## config.mk

```make
export PLATFORM = sky130hd
export DESIGN_NAME = r2r_dac_streamer
export DESIGN_NICKNAME = d
export VERILOG_FILES = /design/src/rtl/r2r_dac_pkg.sv /design/src/rtl/r2r_sample_fifo.sv /design/src/rtl/r2r_dac_streamer.sv
export SDC_FILE = /design/constraint.sdc
export NUM_CORES = 1
export LEC_CHECK = 0
export CAP_MARGIN = 20
export CORE_UTILIZATION = 37
export CTS_BUF_LIST = sky130_fd_sc_hd__clkbuf_4
export DETAILED_ROUTE_END_ITERATION = 8
export HOLD_SLACK_MARGIN = 0.03
export SLEW_MARGIN = 20
export SYNTH_ARGS = -nofsm -noshare
export SYNTH_HDL_FRONTEND = slang
export SYNTH_HIERARCHICAL = 1
export SYNTH_SLANG_ARGS = --single-unit
```

## constraint.sdc

```tcl
create_clock -name clk -period 2.45 [get_ports clk]
set_input_delay 0.735 -clock clk [delete_from_list [all_inputs] [get_ports clk]]
set_output_delay 0.735 -clock clk [all_outputs]
set_load 0.02 [all_outputs]
```

## src/rtl/r2r_dac_pkg.sv

```systemverilog
// Shared definitions for the R2R DAC sample streamer: code width,
// ladder mid-scale code and the playback state type.
package r2r_dac_pkg;

    localparam int DAC_WIDTH = 8;
    localparam logic [DAC_WIDTH-1:0] MID_CODE = 8'h80;

    typedef enum logic [1:0] {
        IDLE  = 2'd0,
        PRIME = 2'd1,
        RUN   = 2'd2
    } state_t;

endpackage

```

## src/rtl/r2r_sample_fifo.sv

```systemverilog
// Small synchronous sample FIFO. DEPTH must be a power of two so the
// read/write pointers wrap naturally. Overflowing pushes and
// underflowing pops are ignored.
module r2r_sample_fifo #(
    parameter int DEPTH = 4,
    parameter int WIDTH = 8
) (
    input  logic                     clk,
    input  logic                     reset,
    input  logic                     push,
    input  logic                     pop,
    input  logic [WIDTH-1:0]         din,
    output logic [WIDTH-1:0]         dout,
    output logic                     full,
    output logic                     empty,
    output logic [$clog2(DEPTH):0]   level
);

    localparam int AW = $clog2(DEPTH);
    localparam int LW = AW + 1;

    logic [WIDTH-1:0] mem [DEPTH];
    logic [AW-1:0]    wr_ptr;
    logic [AW-1:0]    rd_ptr;
    logic [LW-1:0]    count;
    logic             push_ok;
    logic             pop_ok;

    assign full    = (count == LW'(DEPTH));
    assign empty   = (count == '0);
    assign push_ok = push && !full;
    assign pop_ok  = pop && !empty;
    assign dout    = mem[rd_ptr];
    assign level   = count;

    // Storage array; contents need no reset because occupancy is tracked separately.
    always_ff @(posedge clk) begin
        if (push_ok) begin
            mem[wr_ptr] <= din;
        end
    end

    // Pointer and occupancy bookkeeping; a simultaneous push and pop leaves count unchanged.
    always_ff @(posedge clk or posedge reset) begin
        if (reset) begin
            wr_ptr <= '0;
            rd_ptr <= '0;
            count  <= '0;
        end else begin
            if (push_ok) begin
                wr_ptr <= wr_ptr + AW'(1);
            end
            if (pop_ok) begin
                rd_ptr <= rd_ptr + AW'(1);
            end
            count <= count + LW'(push_ok) - LW'(pop_ok);
        end
    end

endmodule

```

## src/rtl/r2r_dac_streamer.sv

```systemverilog
// Streams buffered 8-bit samples to an external R2R ladder at one code
// per DIV clocks. Playback starts once the FIFO is half full and parks
// the ladder at mid-scale whenever streaming is disabled.
// Optional feature: define R2R_DAC_UNDERRUN_CNT_EN to add a 16-bit
// saturating underrun_count output.
module r2r_dac_streamer
    import r2r_dac_pkg::*;
#(
    parameter int DIV        = 100_000,
    parameter int FIFO_DEPTH = 4
) (
    input  logic                          clk,
    input  logic                          reset,
    input  logic                          enable,
    input  logic [DAC_WIDTH-1:0]          sample_data,
    input  logic                          sample_valid,
    output logic                          sample_ready,
    input  logic                          underrun_clr,
    output logic [DAC_WIDTH-1:0]          R2R_out,
    output logic                          dac_update,
    output logic                          underrun,
    output logic [$clog2(FIFO_DEPTH):0]   fifo_level
`ifdef R2R_DAC_UNDERRUN_CNT_EN
    ,
    output logic [15:0]                   underrun_count
`endif
);

    localparam int LW = $clog2(FIFO_DEPTH) + 1;
    localparam int CW = $clog2(DIV);

    state_t               state;
    logic [CW-1:0]        cnt;
    logic                 strobe;
    logic                 pop;
    logic                 fifo_full;
    logic                 fifo_empty;
    logic [DAC_WIDTH-1:0] fifo_dout;

    // The strobe only fires while still enabled so a disable and a load never collide.
    assign strobe       = (state == RUN) && enable && (cnt == CW'(DIV - 1));
    assign pop          = strobe && !fifo_empty;
    assign sample_ready = !fifo_full;

    r2r_sample_fifo #(
        .DEPTH (FIFO_DEPTH),
        .WIDTH (DAC_WIDTH)
    ) u_fifo (
        .clk   (clk),
        .reset (reset),
        .push  (sample_valid),
        .pop   (pop),
        .din   (sample_data),
        .dout  (fifo_dout),
        .full  (fifo_full),
        .empty (fifo_empty),
        .level (fifo_level)
    );

    // Playback FSM with its period counter and the registered ladder outputs.
    always_ff @(posedge clk or posedge reset) begin
        if (reset) begin
            state      <= IDLE;
            cnt        <= '0;
            R2R_out    <= MID_CODE;
            dac_update <= 1'b0;
        end else begin
            dac_update <= pop;
            if (pop) begin
                R2R_out <= fifo_dout;
            end
            if (!enable) begin
                if (state != IDLE) begin
                    R2R_out <= MID_CODE;
                end
                state <= IDLE;
                cnt   <= '0;
            end else begin
                case (state)
                    IDLE: begin
                        state <= PRIME;
                        cnt   <= '0;
                    end
                    PRIME: begin
                        if (fifo_level >= LW'(FIFO_DEPTH / 2)) begin
                            state <= RUN;
                        end
                        cnt <= '0;
                    end
                    RUN: begin
                        cnt <= strobe ? '0 : cnt + CW'(1);
                    end
                    default: begin
                        state <= IDLE;
                        cnt   <= '0;
                    end
                endcase
            end
        end
    end

    // Sticky underrun flag; a new empty strobe overrides a clear in the same cycle.
    always_ff @(posedge clk or posedge reset) begin
        if (reset) begin
            underrun <= 1'b0;
        end else if (strobe && fifo_empty) begin
            underrun <= 1'b1;
        end else if (underrun_clr) begin
            underrun <= 1'b0;
        end
    end

`ifdef R2R_DAC_UNDERRUN_CNT_EN
    // Saturating count of empty strobes; clear-and-increment together leaves a count of one.
    always_ff @(posedge clk or posedge reset) begin
        if (reset) begin
            underrun_count <= '0;
        end else if (strobe && fifo_empty) begin
            if (underrun_clr) begin
                underrun_count <= 16'd1;
            end else if (underrun_count != 16'hFFFF) begin
                underrun_count <= underrun_count + 16'd1;
            end
        end else if (underrun_clr) begin
            underrun_count <= '0;
        end
    end
`endif

endmodule

```

======== Word level (Yosys, flattened, before mapping) ========
Memories as Yosys holds them, arrays and structs flattened.
Cells that the tools add are included.
storage, ports and cells
  register bits ........................... 36
  memory bits (writable) .................. 32
  output and inout bits ................... 14
  word-level logic and storage cells ...... 47
  memories kept ........................... 1
memories
  name        words  width  read ports  clocked after memory_dff  wr ports  RTL line               RTL
  u_fifo.mem  4      8      1           0                         1         r2r_sample_fifo.sv:22  logic [WIDTH-1:0] mem [DEPTH];
operators by class
  add/sub/neg operators ................... 5
  order comparisons ....................... 1
  equal/unequal tests ..................... 6
  mux-type cells .......................... 13
  reduce and logical (&&, ||, !) cells .... 13
operators by type and width
  operator                 count
  $mux W17                 3
  $mux W8                  3
  $add A17 B1 Y17 const B  1
  $eq A17 B17 Y1 const B   1
  $logic_and A1 B1 Y1      6
  $pmux W2 S3              1
  $add A2 B1 Y2 const B    2
  $mux W1                  4
  $mux W2                  2
  $reduce_bool A2 Y1       2
  $add A3 B1 Y3            1
  $eq A3 B3 Y1 const B     1
  $ge A3 B2 Y1 const B     1
  $logic_not A3 Y1         1
  $ne A3 B3 Y1 const B     1
  $sub A3 B1 Y3            1
  $eq A2 B1 Y1 const B     1
  $eq A2 B2 Y1 const B     1
  $logic_not A1 Y1         2
  $logic_not A2 Y1         1
  $ne A2 B2 Y1 const B     1
  $reduce_and A2 Y1        1

======== Depth between registers and ports, before layout ========
Gate-level depths: netlist (run 1).
  depth after elaboration ................. 7
  mapped depth ............................ 13
  depth with buffers taken out ............ 12

======== Hierarchy ========
Netlist (run 1), hierarchy kept.
by module, submodules not included
  module            times used  cells each  area an instance (um^2)  sequential area each (um^2)
  r2r_sample_fifo   1           84          1626.6                   1136.1
  r2r_dac_streamer  1           137         1395.1                   726.9

======== Worst setup path after synthesis (run 1) ========
Ideal clock, no wire load.
  kind .................................... register -> register
  start point ............................. reg cnt[0]
  end point ............................... reg u_fifo.count[2] (netlist: u_fifo/level[2])
  arrival time ............................ 2.551 ns
  data required time ...................... 2.326 ns
  slack ................................... -0.224 ns
  cell stages (with the launch flop) ...... 14
  buffers on the path ..................... 1
  cells stage by stage .................... dfrtp_1 > ha_1 > and4_2 > nand4_1 > nor3_2 > buf_4 > o31ai_1 > inv_1 > ha_1 > inv_1 > ha_1 > fa_1 > xnor2_1 > xnor2_1
on the way
  longest elaborated chain between the ends .. 5
ends and longest elaborated chain
  what                    RTL line                RTL
  from (decl)             r2r_dac_streamer.sv:33  logic [CW-1:0] cnt;
  from (signal assigned)  r2r_dac_streamer.sv:91  cnt <= strobe ? '0 : cnt + CW'(1);
  $eq A17 B17 Y1          r2r_dac_streamer.sv:41  assign strobe = (state == RUN) && enable && (cnt == CW'(DIV - 1));
  $logic_and A1 B1 Y1     r2r_dac_streamer.sv:41
  $logic_and A1 B1 Y1     r2r_dac_streamer.sv:42  assign pop = strobe && !fifo_empty;
  via pop                 r2r_dac_streamer.sv:35  logic pop;
  $logic_and A1 B1 Y1     r2r_sample_fifo.sv:32   assign pop_ok = pop && !empty;
  via u_fifo.pop_ok       r2r_sample_fifo.sv:27   logic pop_ok;
  $sub A3 B1 Y3           r2r_sample_fifo.sv:56   count <= count + LW'(push_ok) - LW'(pop_ok);
  to (signal assigned)    r2r_sample_fifo.sv:56
  to (decl)               r2r_sample_fifo.sv:25   logic [LW-1:0] count;
The timed path passes the listed nets, and every way through them passes these cells.
A chain may end at the register's enable or synchronous reset.

======== Worst setup path after layout (run 1) ========
  start point ............................. reg cnt[1]
  end point ............................... reg u_fifo.count[2] (netlist: u_fifo/level[2])
on the way
  longest elaborated chain between the ends .. 5
ends and longest elaborated chain
  what                 RTL line
  $eq A17 B17 Y1       r2r_dac_streamer.sv:41
  $logic_and A1 B1 Y1  r2r_dac_streamer.sv:41
  $logic_and A1 B1 Y1  r2r_dac_streamer.sv:42
  $logic_and A1 B1 Y1  r2r_sample_fifo.sv:32
  via u_fifo.pop_ok    r2r_sample_fifo.sv:27
  $sub A3 B1 Y3        r2r_sample_fifo.sv:56
The timed path passes the listed nets, and every way through them passes these cells.

==> flow_summary.toml, run 1 <==
[outcome]
status = "finished, final reports clean"

[cells_and_area]
final_common_cell = "dfrtp_1"
diodes = 0
areaGrowthSynthToFinish_pct = 25.3
regArea_um2 = 1860
fin_area_um2 = 3780
multi_input_area_um2 = 1110
final_layout_size_suffix_gt1_frac = 0.223
nets = 303
final_cell_mix = "dfrtp_1, edfxtp_1, buf_4"
nFillCells = 712

[global_routing]
grt_pass1_wl_um = 9290
grt_usage = 0.144
grt_pass1_vias = 1932
antenna_found_initial = 0
gr-total-overflow = 0
grt_max_degree = 30

[route]
dr.first_iter.drc_count = 89
viasPerCell = 4.81
wl_per_cell_um = 13.7
antenna_violating_nets_post_route = 0
drc = 0
drt-total-wl_um = 5320
vias = 1873
dr.pass1.iters = 4

[clocking]
cts_hold_buffers = 0
clkLatencyLatePin_ps = 420
cts_buffers = 9
cts_sinks = 68
cts_root_buffer = "clkbuf_4"
cts.path.max_buffers = 2
htreeDepth = 3
clk_pin_slew_ps = 130
tritoncts = "yes"

[placement]
place_area_um2 = 3620
port_buffers = 26
dp_hpwl_um = 3710
gp_congestion = 0.767

[sta]
timing.final.crit_period_ps = 2430
hold_ws_ps = 538
maxSlewViolCount = 0
tightest_slew_ps = 576
rsz0062_at_grt = "true"
fin_setup_tns_ps = 0
skew_ps = 14.0
fmax_mhz = 412
setup-violations-final = 0
post-route-period-util = 0.991
finalHoldViolCount = 0
relSlewSlack = 0.616

[yosys]
ys_warn_count = 6
synth_cells = 221
synth_cell_types = 42
yosysSeqAreaShare = 0.617
syn_area_um2 = 3020
postSynthAreaPerCell_um2 = 13.7
syn_nets = 242
ys_ff_latch = 68

[worst_setup_path]
end_kind = "flip-flop"
cp_max_fo = 2
critPathMaxStageDelay_ps = 370
startpoint_type = "flip-flop"
criticalPathCategory = "flip-flop to flip-flop"
cp_slowest_cell = "dfrtp_1"
critPathArrivalTime_ps = 2770
crit_chain = "ha_2, and4_4, nand4_1, nor3_4, o31ai_4, inv_1, ha_1, inv_1, ha_2, fa_2, xnor2_1, xnor2_1"
required_ps = 2800

[pwr]
leakage_nw = 1.46
vdd_drop_max_mv = 0.412
power_density_nw_per_um2 = 757

[floorplan]
pin_count = 27
die_h_um = 92.4
num_rows = 32
die-area_um2 = 8530
die_w_um = 92.4
core_area_um2 = 7810
initial_core_util = 0.387

[worst_hold_path]
hold_path_class = "flip-flop to flip-flop"

[flow_run]
max-cap-violations = 0
[Yosys cell counts (all sizes together)]
library cell	number	area (um^2)
o21bai	1	7.51
nor4b	2	17.5
nand2b	4	25.0
and4	1	10.0
fa	1	20.0
o22ai	1	6.26
and3b	6	52.6
nand4	9	56.3
o31ai	2	15.0
nand3b	1	7.51
mux4	8	180
and4b	1	10.0
or2	1	6.26
o21ai	1	5.00
inv	13	48.8
nor2	16	60.1
nor3	4	25.0
nand4bb	2	22.5
xnor2	13	114
dfrtp	35	876
nor3b	1	18.8
a21oi	1	5.00
nand3	4	25.0
edfxtp	32	961
nor2b	2	12.5
o211ai	2	15.0
o311ai	1	8.76
nand2	19	71.3
and2	1	6.26
ha	7	87.6
xor2	5	43.8
buf	4	25.0
nor4	4	25.0
dfstp	1	26.3
mux2i	9	90.1
or4	1	7.51
clkbuf	2	8.75
and3	3	18.8
[layer usage]
layer | wire [um] | part of all wire | vias to the layer above | track usage
li1 | - | - | 925 | -
met1 | 2370 | 0.44 | 908 | 0.175
met2 | 2700 | 0.51 | 31 | 0.243
met3 | 171 | 0.032 | 9 | 0.0345
met4 | 84 | 0.016 | 0 | 0.0664
met5 | 0 | 0 | - | 0
[what timing repair did]
action / 4_1_cts / 5_1_grt
resized for setup: 2 / 1
pin swaps: 2 / 0
buffers inserted: 0 / 1
endpoints found under the setup margin: 3 / 3
[final cells by class]
cell class                      count  area share
Multi-Input combinational cell    134       0.294
Tap cell                          102      0.0337
Inverter                           13      0.0129
Clock buffer                        9      0.0179
Sequential cell                    68       0.492
Timing Repair Buffer               56       0.128
Clock inverter                      7      0.0218
[registers in the layout, summed over array words and instances (netlist names)]
| name | flops |
|---|---|
| dac_update | 1 |
| R2R_out | 8 |
| u_fifo/level | 3 |
| cnt | 17 |
| u_fifo/mem | 32 |
| u_fifo/wr_ptr | 2 |
| underrun | 1 |
| u_fifo/rd_ptr | 2 |
| state | 2 |
[cells by family (layout without fill, tap and decap cells)]
group | after synthesis | after routing | synth area share
muxes | 17 | 17 | 0.0894
AOI/OAI and AO/OA | 9 | 9 | 0.0207
and+or+nand+nor | 82 | 82 | 0.158
adders and majority gates | 8 | 8 | 0.0356
DFF | 68 | 68 | 0.617
xor gates and xnor gates | 18 | 18 | 0.0522
buffers and inverters | 19 | 85 | 0.0273
[where the power goes]
part / internal (mW) / total [mW] / switching, mW
Sequential: 1.37 / 1.45 / 0.0793
Clock: 0.328 / 0.779 / 0.451
Combinational: 0.293 / 0.640 / 0.347
[path summary, 6_finish.rpt]
check	from	end	slack, ps	cells after the start
max	cnt[1]	u_fifo/level[2]	20	12
min	R2R_out[4]	R2R_out[4]	540	2
max reg2reg	cnt[1]	u_fifo/level[2]	20	12
min reg2reg	R2R_out[4]	R2R_out[4]	540	2
max in group asynchronous	reset	R2R_out[7]	1420	3
min in group asynchronous	reset	u_fifo/level[2]	580	2
[critical path, delay by kind of cell, from the launching register on]
family                     cells  cell delay [ps]
and+or+nand+nor                3              680
xor gates and xnor gates       2              310
DFF                            1              370
adders and majority gates      4              780
AOI/OAI and AO/OA              1              100
buffers and inverters          2              110
[stage by stage]
| stage | setup WS (ps) | utilization | power (mW) | cells |
|---|---|---|---|---|
| floorplan | -77.2 | - | 1.86 | 221 |
| global placement | -305 | 0.463 | 2.12 | 372 |
| detailed placement | -339 | 0.463 | 2.13 | 372 |
| CTS | 5.91 | 0.483 | 2.90 | 388 |
| global route | -168 | 0.485 | 3.04 | 389 |
| finish | 22.5 | 0.485 | 2.87 | 389 |
Power figures use the tool's default switching activity.
==> run 2, diff against run 1 <==
- CORE_UTILIZATION: 37 -> 51
- PLACE_DENSITY: default -> 0.72
- clock period: 2.45 -> 3.1 ns (I/O delays scaled with it)
==> run 2 against run 1 <==
Net effect:
- routed wire length decreased by 7.0%
- utilization rose by 15 points
- register-to-register slack better by 360 ps
- final area fell by 5.8%
- first-iteration DRC count up 4.5%
- die area down 27%
- clock power is 7.3% lower
- cell count down 14%
- non-clock buffer count is 24 lower
- global-route usage grew 3.5 points
- hold slack got worse by 19 ps
- sequential share of layout area rose by 3.0 points
- critical endpoint is now sample_ready
- highest routed layer unchanged
==> flow_summary.toml, run 2 (same netlist as run 1, synthesis figures left out) <==
[outcome]
status = "finished, final reports clean"

[worst_setup_path]
crit_chain = "nor3b_4, inv_1, clkdlybuf4s50_1"
endpoint = "sample_ready"
critPathMaxStageDelay_ps = 540
cp.buffers_inverters = 2
rrSetupSlack_ps = 380
end_kind = "output port"
reg2regPathDepth = 12
startpoint_type = "flip-flop"
required_ps = 2170
worstSetupPathDepth = 3
cp_max_fo = 9
critPathArrivalTime_ps = 1900
criticalPathCategory = "flip-flop to output port"
worstReg2RegStart = "cnt[0]"
setup.worst_path.start = "u_fifo/level[2]"
crit_family = "buffers and inverters"
cp_slowest_cell = "clkdlybuf4s50_1"
timing.rr.end = "u_fifo/level[2]"

[cells_and_area]
fin_area_um2 = 3560
final_layout_size_suffix_gt1_frac = 0.130
final_common_cell = "dfrtp_1"
largest_reg_flops = 32
top_regs = "u_fifo/mem: 32 flops, cnt: 17 flops, R2R_out: 8 flops"
top_register = "u_fifo/mem"
final_cell_mix = "dfrtp_1, edfxtp_1, clkdlybuf4s50_1"
nets = 279
diodes = 0
areaGrowthSynthToFinish_pct = 18.0

[global_routing]
met3_usage = 0.0517
grt_usage = 0.179
grt_pass1_vias = 1766
antenna_found_initial = 0
use_met1 = 0.227
grt_pass1_wl_um = 8260
grtUsageMet2 = 0.275
gr-total-overflow = 0
grt_max_degree = 30
grt.busiest_layer = "met2"

[route]
wl_per_cell_um = 14.8
drc = 0
antenna_violating_nets_post_route = 0
vias = 1785
viasPerCell = 5.34
dr.first_iter.drc_count = 93
drt-total-wl_um = 4950
dr.pass1.iters = 4

[floorplan]
die_w_um = 79.0
die_h_um = 79.0
num_rows = 27
core_area_um2 = 5610
pin_count = 27
die-area_um2 = 6240
initial_core_util = 0.539

[clocking]
clkLatencyLatePin_ps = 400
cts_sinks = 68
cts_setup_buffers = 0
htreeDepth = 3
tritoncts = "yes"
ctsResizeCount = 0
clk_pin_slew_ps = 100
cts_root_buffer = "clkbuf_4"
cts_buffers = 9
cts_hold_buffers = 0
cts.path.max_buffers = 2

[sta]
fin_setup_tns_ps = 0
fmax_mhz = 353
post-route-period-util = 0.913
setup-violations-final = 0
tightest_slew_ps = 801
finalHoldViolCount = 0
timing.final.crit_period_ps = 2830
rsz0062_at_grt = "false"
hold_ws_ps = 519
maxSlewViolCount = 0
skew_ps = 14.2
relSlewSlack = 0.465

[pwr]
total_power_mw = 2.32
switching_share = 0.273
power_density_nw_per_um2 = 650
p_int_mw = 1.68
power_frac_seq = 0.510
vdd_drop_max_mv = 0.402
p_switching_mw = 0.633
leakage_nw = 1.35
clkPwrFrac = 0.312
p_comb_frac = 0.178

[worst_hold_path]
hold_path_class = "flip-flop to flip-flop"

[flow_run]
max-cap-violations = 0

[placement]
port_buffers = 26
gp_congestion = 0.766
dp_hpwl_um = 3350
place_area_um2 = 3380
## run 2: cell count changes in the layout (fill, tap and decap cells not counted), moves of 2 or more
cell       delta
buf_4        -24
inv_6         -3
ha_1          +2
ha_2          -2
bufinv_16     +2
## run 2: layout make-up
type | instances | area [um^2]
fill | 446 | 2040
sequential | 68 | 1860
multi-input combinational | 134 | 1080
inverter | 13 | 48.8
timing repair buffer | 32 | 305
clock inverter | 6 | 114
tap | 72 | 90.1
clock buffer | 9 | 67.6
## run 2: power groups by stage
stage	registers, mW	logic [mW]	clock network (mW)
global placement	1.20	0.408	0
detailed placement	1.20	0.420	0
finish	1.18	0.413	0.722
global route	1.20	0.468	0.766
CTS	1.18	0.422	0.733
floorplan	1.20	0.261	0
## run 2: how the worst min path moves through the flow
stage	from	endpoint	slack [ps]	depth (start not counted)
6_report	cnt[0]	cnt[0]	520	1
4_1_cts	cnt[0]	cnt[0]	520	1
5_1_grt	cnt[0]	cnt[0]	570	1
3_5_place_dp	cnt[0]	cnt[0]	510	1
3_3_place_gp	cnt[0]	cnt[0]	490	1
2_1_floorplan	cnt[0]	cnt[0]	470	1
## run 2: routing by layer
metal / share of wire / wire [um]
met5: 0 / 0
met3: 0.036 / 177
met1: 0.46 / 2270
met2: 0.48 / 2370
met4: 0.024 / 121
## run 2: per-stage QoR
step / worst slack (ps) / std cells / utilization
floorplan: 410 / 221 / -
finish: 270 / 334 / 0.636
global route: 149 / 334 / 0.636
global placement: 82.3 / 319 / 0.603
CTS: 229 / 334 / 0.636
detailed placement: 12.4 / 319 / 0.603
## run 2: worst register-to-register path, stage by stage, from the launching register on
cell     delay, ps
dfrtp_1        420
ha_1           240
and4_2         310
nand4_1        220
nor3_2         210
o31ai_1        140
inv_1           80
ha_1           120
inv_1           40
ha_1           180
fa_1           370
xnor2_1        190
xnor2_1        140
==> run 3, diff against run 2 <==
- SLEW_MARGIN: 20 -> 15
- SYNTH_HIERARCHICAL: 1 -> default
==> run 3 against run 2 <==
Net effect:
- hold slack got worse by 37 ps
- sequential power about the same
- non-clock buffer count increased by 1
- sequential cell count unchanged
- critical path type unchanged
- critical endpoint unchanged
- largest cell class unchanged
==> flow_summary.toml, run 3 <==
[clocking]
cts_setup_buffers = 0
cts_buffers = 9
clkLatencyLatePin_ps = 420
ctsResizeCount = 0
htreeDepth = 3
clk_pin_slew_ps = 110
cts_hold_buffers = 0
tritoncts = "yes"
cts_root_buffer = "clkbuf_4"
cts_sinks = 68
cts.path.max_buffers = 2

[sta]
setup_ws_ps = 462
hold_ws_ps = 482
timing.final.crit_period_ps = 2640
rsz0062_at_grt = "false"
fmax_mhz = 379
fin_setup_tns_ps = 0
skew_ps = 17.9
post-route-period-util = 0.851
setup-violations-final = 0
tightest_slew_ps = 567
maxSlewViolCount = 0
relSlewSlack = 0.622
finalHoldViolCount = 0

[floorplan]
die-area_um2 = 6160
num_rows = 27
initial_core_util = 0.535
pin_count = 27
die_w_um = 78.5
die_h_um = 78.5
core_area_um2 = 5570

[pwr]
p_comb_frac = 0.189
switching_share = 0.285
vdd_drop_max_mv = 0.383
power_frac_seq = 0.539
clkPwrFrac = 0.272
p_int_mw = 1.52
leakage_nw = 1.31
total_power_mw = 2.13
power_density_nw_per_um2 = 609
p_switching_mw = 0.606

[global_routing]
grt_pass1_wl_um = 8870
grt_usage = 0.194
antenna_found_initial = 0
grt_max_degree = 37
grt_pass1_vias = 1887
gr-total-overflow = 0

[cells_and_area]
final_cell_mix = "dfrtp_1, edfxtp_1, clkdlybuf4s50_1"
final_layout_size_suffix_gt1_frac = 0.143
fin_area_um2 = 3490
top_register = "u_fifo.mem"
nets = 282
diodes = 0
top_regs = "u_fifo.mem: 32 flops, cnt: 17 flops, R2R_out: 8 flops"
largest_reg_flops = 32
areaGrowthSynthToFinish_pct = 16.9
final_common_cell = "dfrtp_1"

[yosys]
yosys.area.top_type = "edfxtp_1"
synth_edf_count = 32
synth_cell_types = 40
yosysSeqAreaShare = 0.624
ys_warn_count = 0
synth_compound_area_frac = 0.0436
synth_xor_area_frac = 0.0499
yosys.area_share.simple = 0.144
ys.flop_type = "dfrtp_1"
postSynthAreaPerCell_um2 = 13.4
syn_nets = 245
synth_area_leaders = "edfxtp_1, dfrtp_1, mux4_2"
muxShareOfSynthArea = 0.0675
yosysMostFrequentCell = "dfrtp_1"
synth_top_area_frac = 0.322
syn_area_um2 = 2980
synth_top_family_by_area = "simple AND/OR/NAND/NOR gates"
ys_ff_latch = 68
ys_async_sr_fraction = 0.529
synth_commonest_cells = "dfrtp_1, edfxtp_1, nor2_1, inv_1, xnor2_1"
synth_cells = 223
synth_fa_ha_area_frac = 0.0403

[worst_setup_path]
timing.rr.end = "u_fifo.level[1]"
startpoint_type = "flip-flop"
worstReg2RegStart = "cnt[0]"
reg2regPathDepth = 8
criticalPathCategory = "flip-flop to output port"
end_kind = "output port"
cp_max_fo = 6
critPathArrivalTime_ps = 1710
rrSetupSlack_ps = 590
required_ps = 2170
setup.worst_path.start = "u_fifo.level[0]"

[placement]
gp_congestion = 0.787
place_area_um2 = 3350
dp_slack_ps = 183
port_buffers = 26
dp_hpwl_um = 3620

[route]
drt-total-wl_um = 5170
wl_per_cell_um = 15.3
antenna_violating_nets_post_route = 0
dr.first_iter.drc_count = 41
vias = 1833
drc = 0
viasPerCell = 5.44
dr.pass1.iters = 5

[outcome]
status = "finished, final reports clean"

[flow_run]
max-cap-violations = 0

[worst_hold_path]
hold_path_class = "flip-flop to flip-flop"
holdPathEnd = "cnt[0]"
holdPathStages = 1
hp-start = "cnt[0]"
-- run 3: metrics by stage --
| step | instances | util |
|---|---|---|
| CTS | 337 | 0.626 |
| finish | 337 | 0.626 |
| global placement | 321 | 0.601 |
| global route | 337 | 0.626 |
| floorplan | 223 | - |
| detailed placement | 321 | 0.601 |
-- run 3: power by group through the flow --
stage               clock network, mW  logic [mW]  registers [mW]
global route                    0.634       0.450            1.16
global placement                    0       0.402            1.16
detailed placement                  0       0.411            1.17
CTS                             0.593       0.412            1.15
finish                          0.578       0.402            1.15
floorplan                           0       0.245            1.17
-- run 3: cells by family (layout without fill, tap and decap cells) --
| logic type | after synthesis | in the layout |
|---|---|---|
| flip-flops | 68 | 68 |
| AND/OR/NAND/NOR | 76 | 76 |
| multiplexers | 10 | 10 |
| buffers and inverters | 21 | 63 |
| AO/OA/AOI/OAI | 22 | 22 |
| adder cells (fa/ha/maj) | 9 | 9 |
| XOR/XNOR | 17 | 17 |
-- run 3: area by class of cell --
cell class | count | area [um^2]
Fill cell | 449 | 2080
Sequential cell | 68 | 1860
Multi-Input combinational cell | 134 | 1030
Timing Repair Buffer | 33 | 313
Tap cell | 72 | 90.1
Clock buffer | 10 | 75.1
Clock inverter | 6 | 65.1
Inverter | 14 | 52.6
-- run 3: worst max-delay path by stage --
stage	endpoint	slack (ps)	depth (start not counted)
3_3_place_gp	u_fifo.level[1]	220	8
5_1_grt	sample_ready	350	3
6_report	sample_ready	460	3
4_1_cts	sample_ready	420	3
3_5_place_dp	u_fifo.level[1]	180	8
2_1_floorplan	u_fifo.level[1]	470	7
-- run 3: routing by layer --
layer / GRT usage / routed length [um]
met4: 0.0704 / 42
met1: 0.226 / 2170
met2: 0.334 / 2760
met5: 0 / 0
met3: 0.0640 / 199
-- run 3: critical path, cell delays in order, from the launching register on --
cell,delay [ps]
dfrtp_1,410
inv_1,90
nand3_1,180
clkdlybuf4s50_1,630
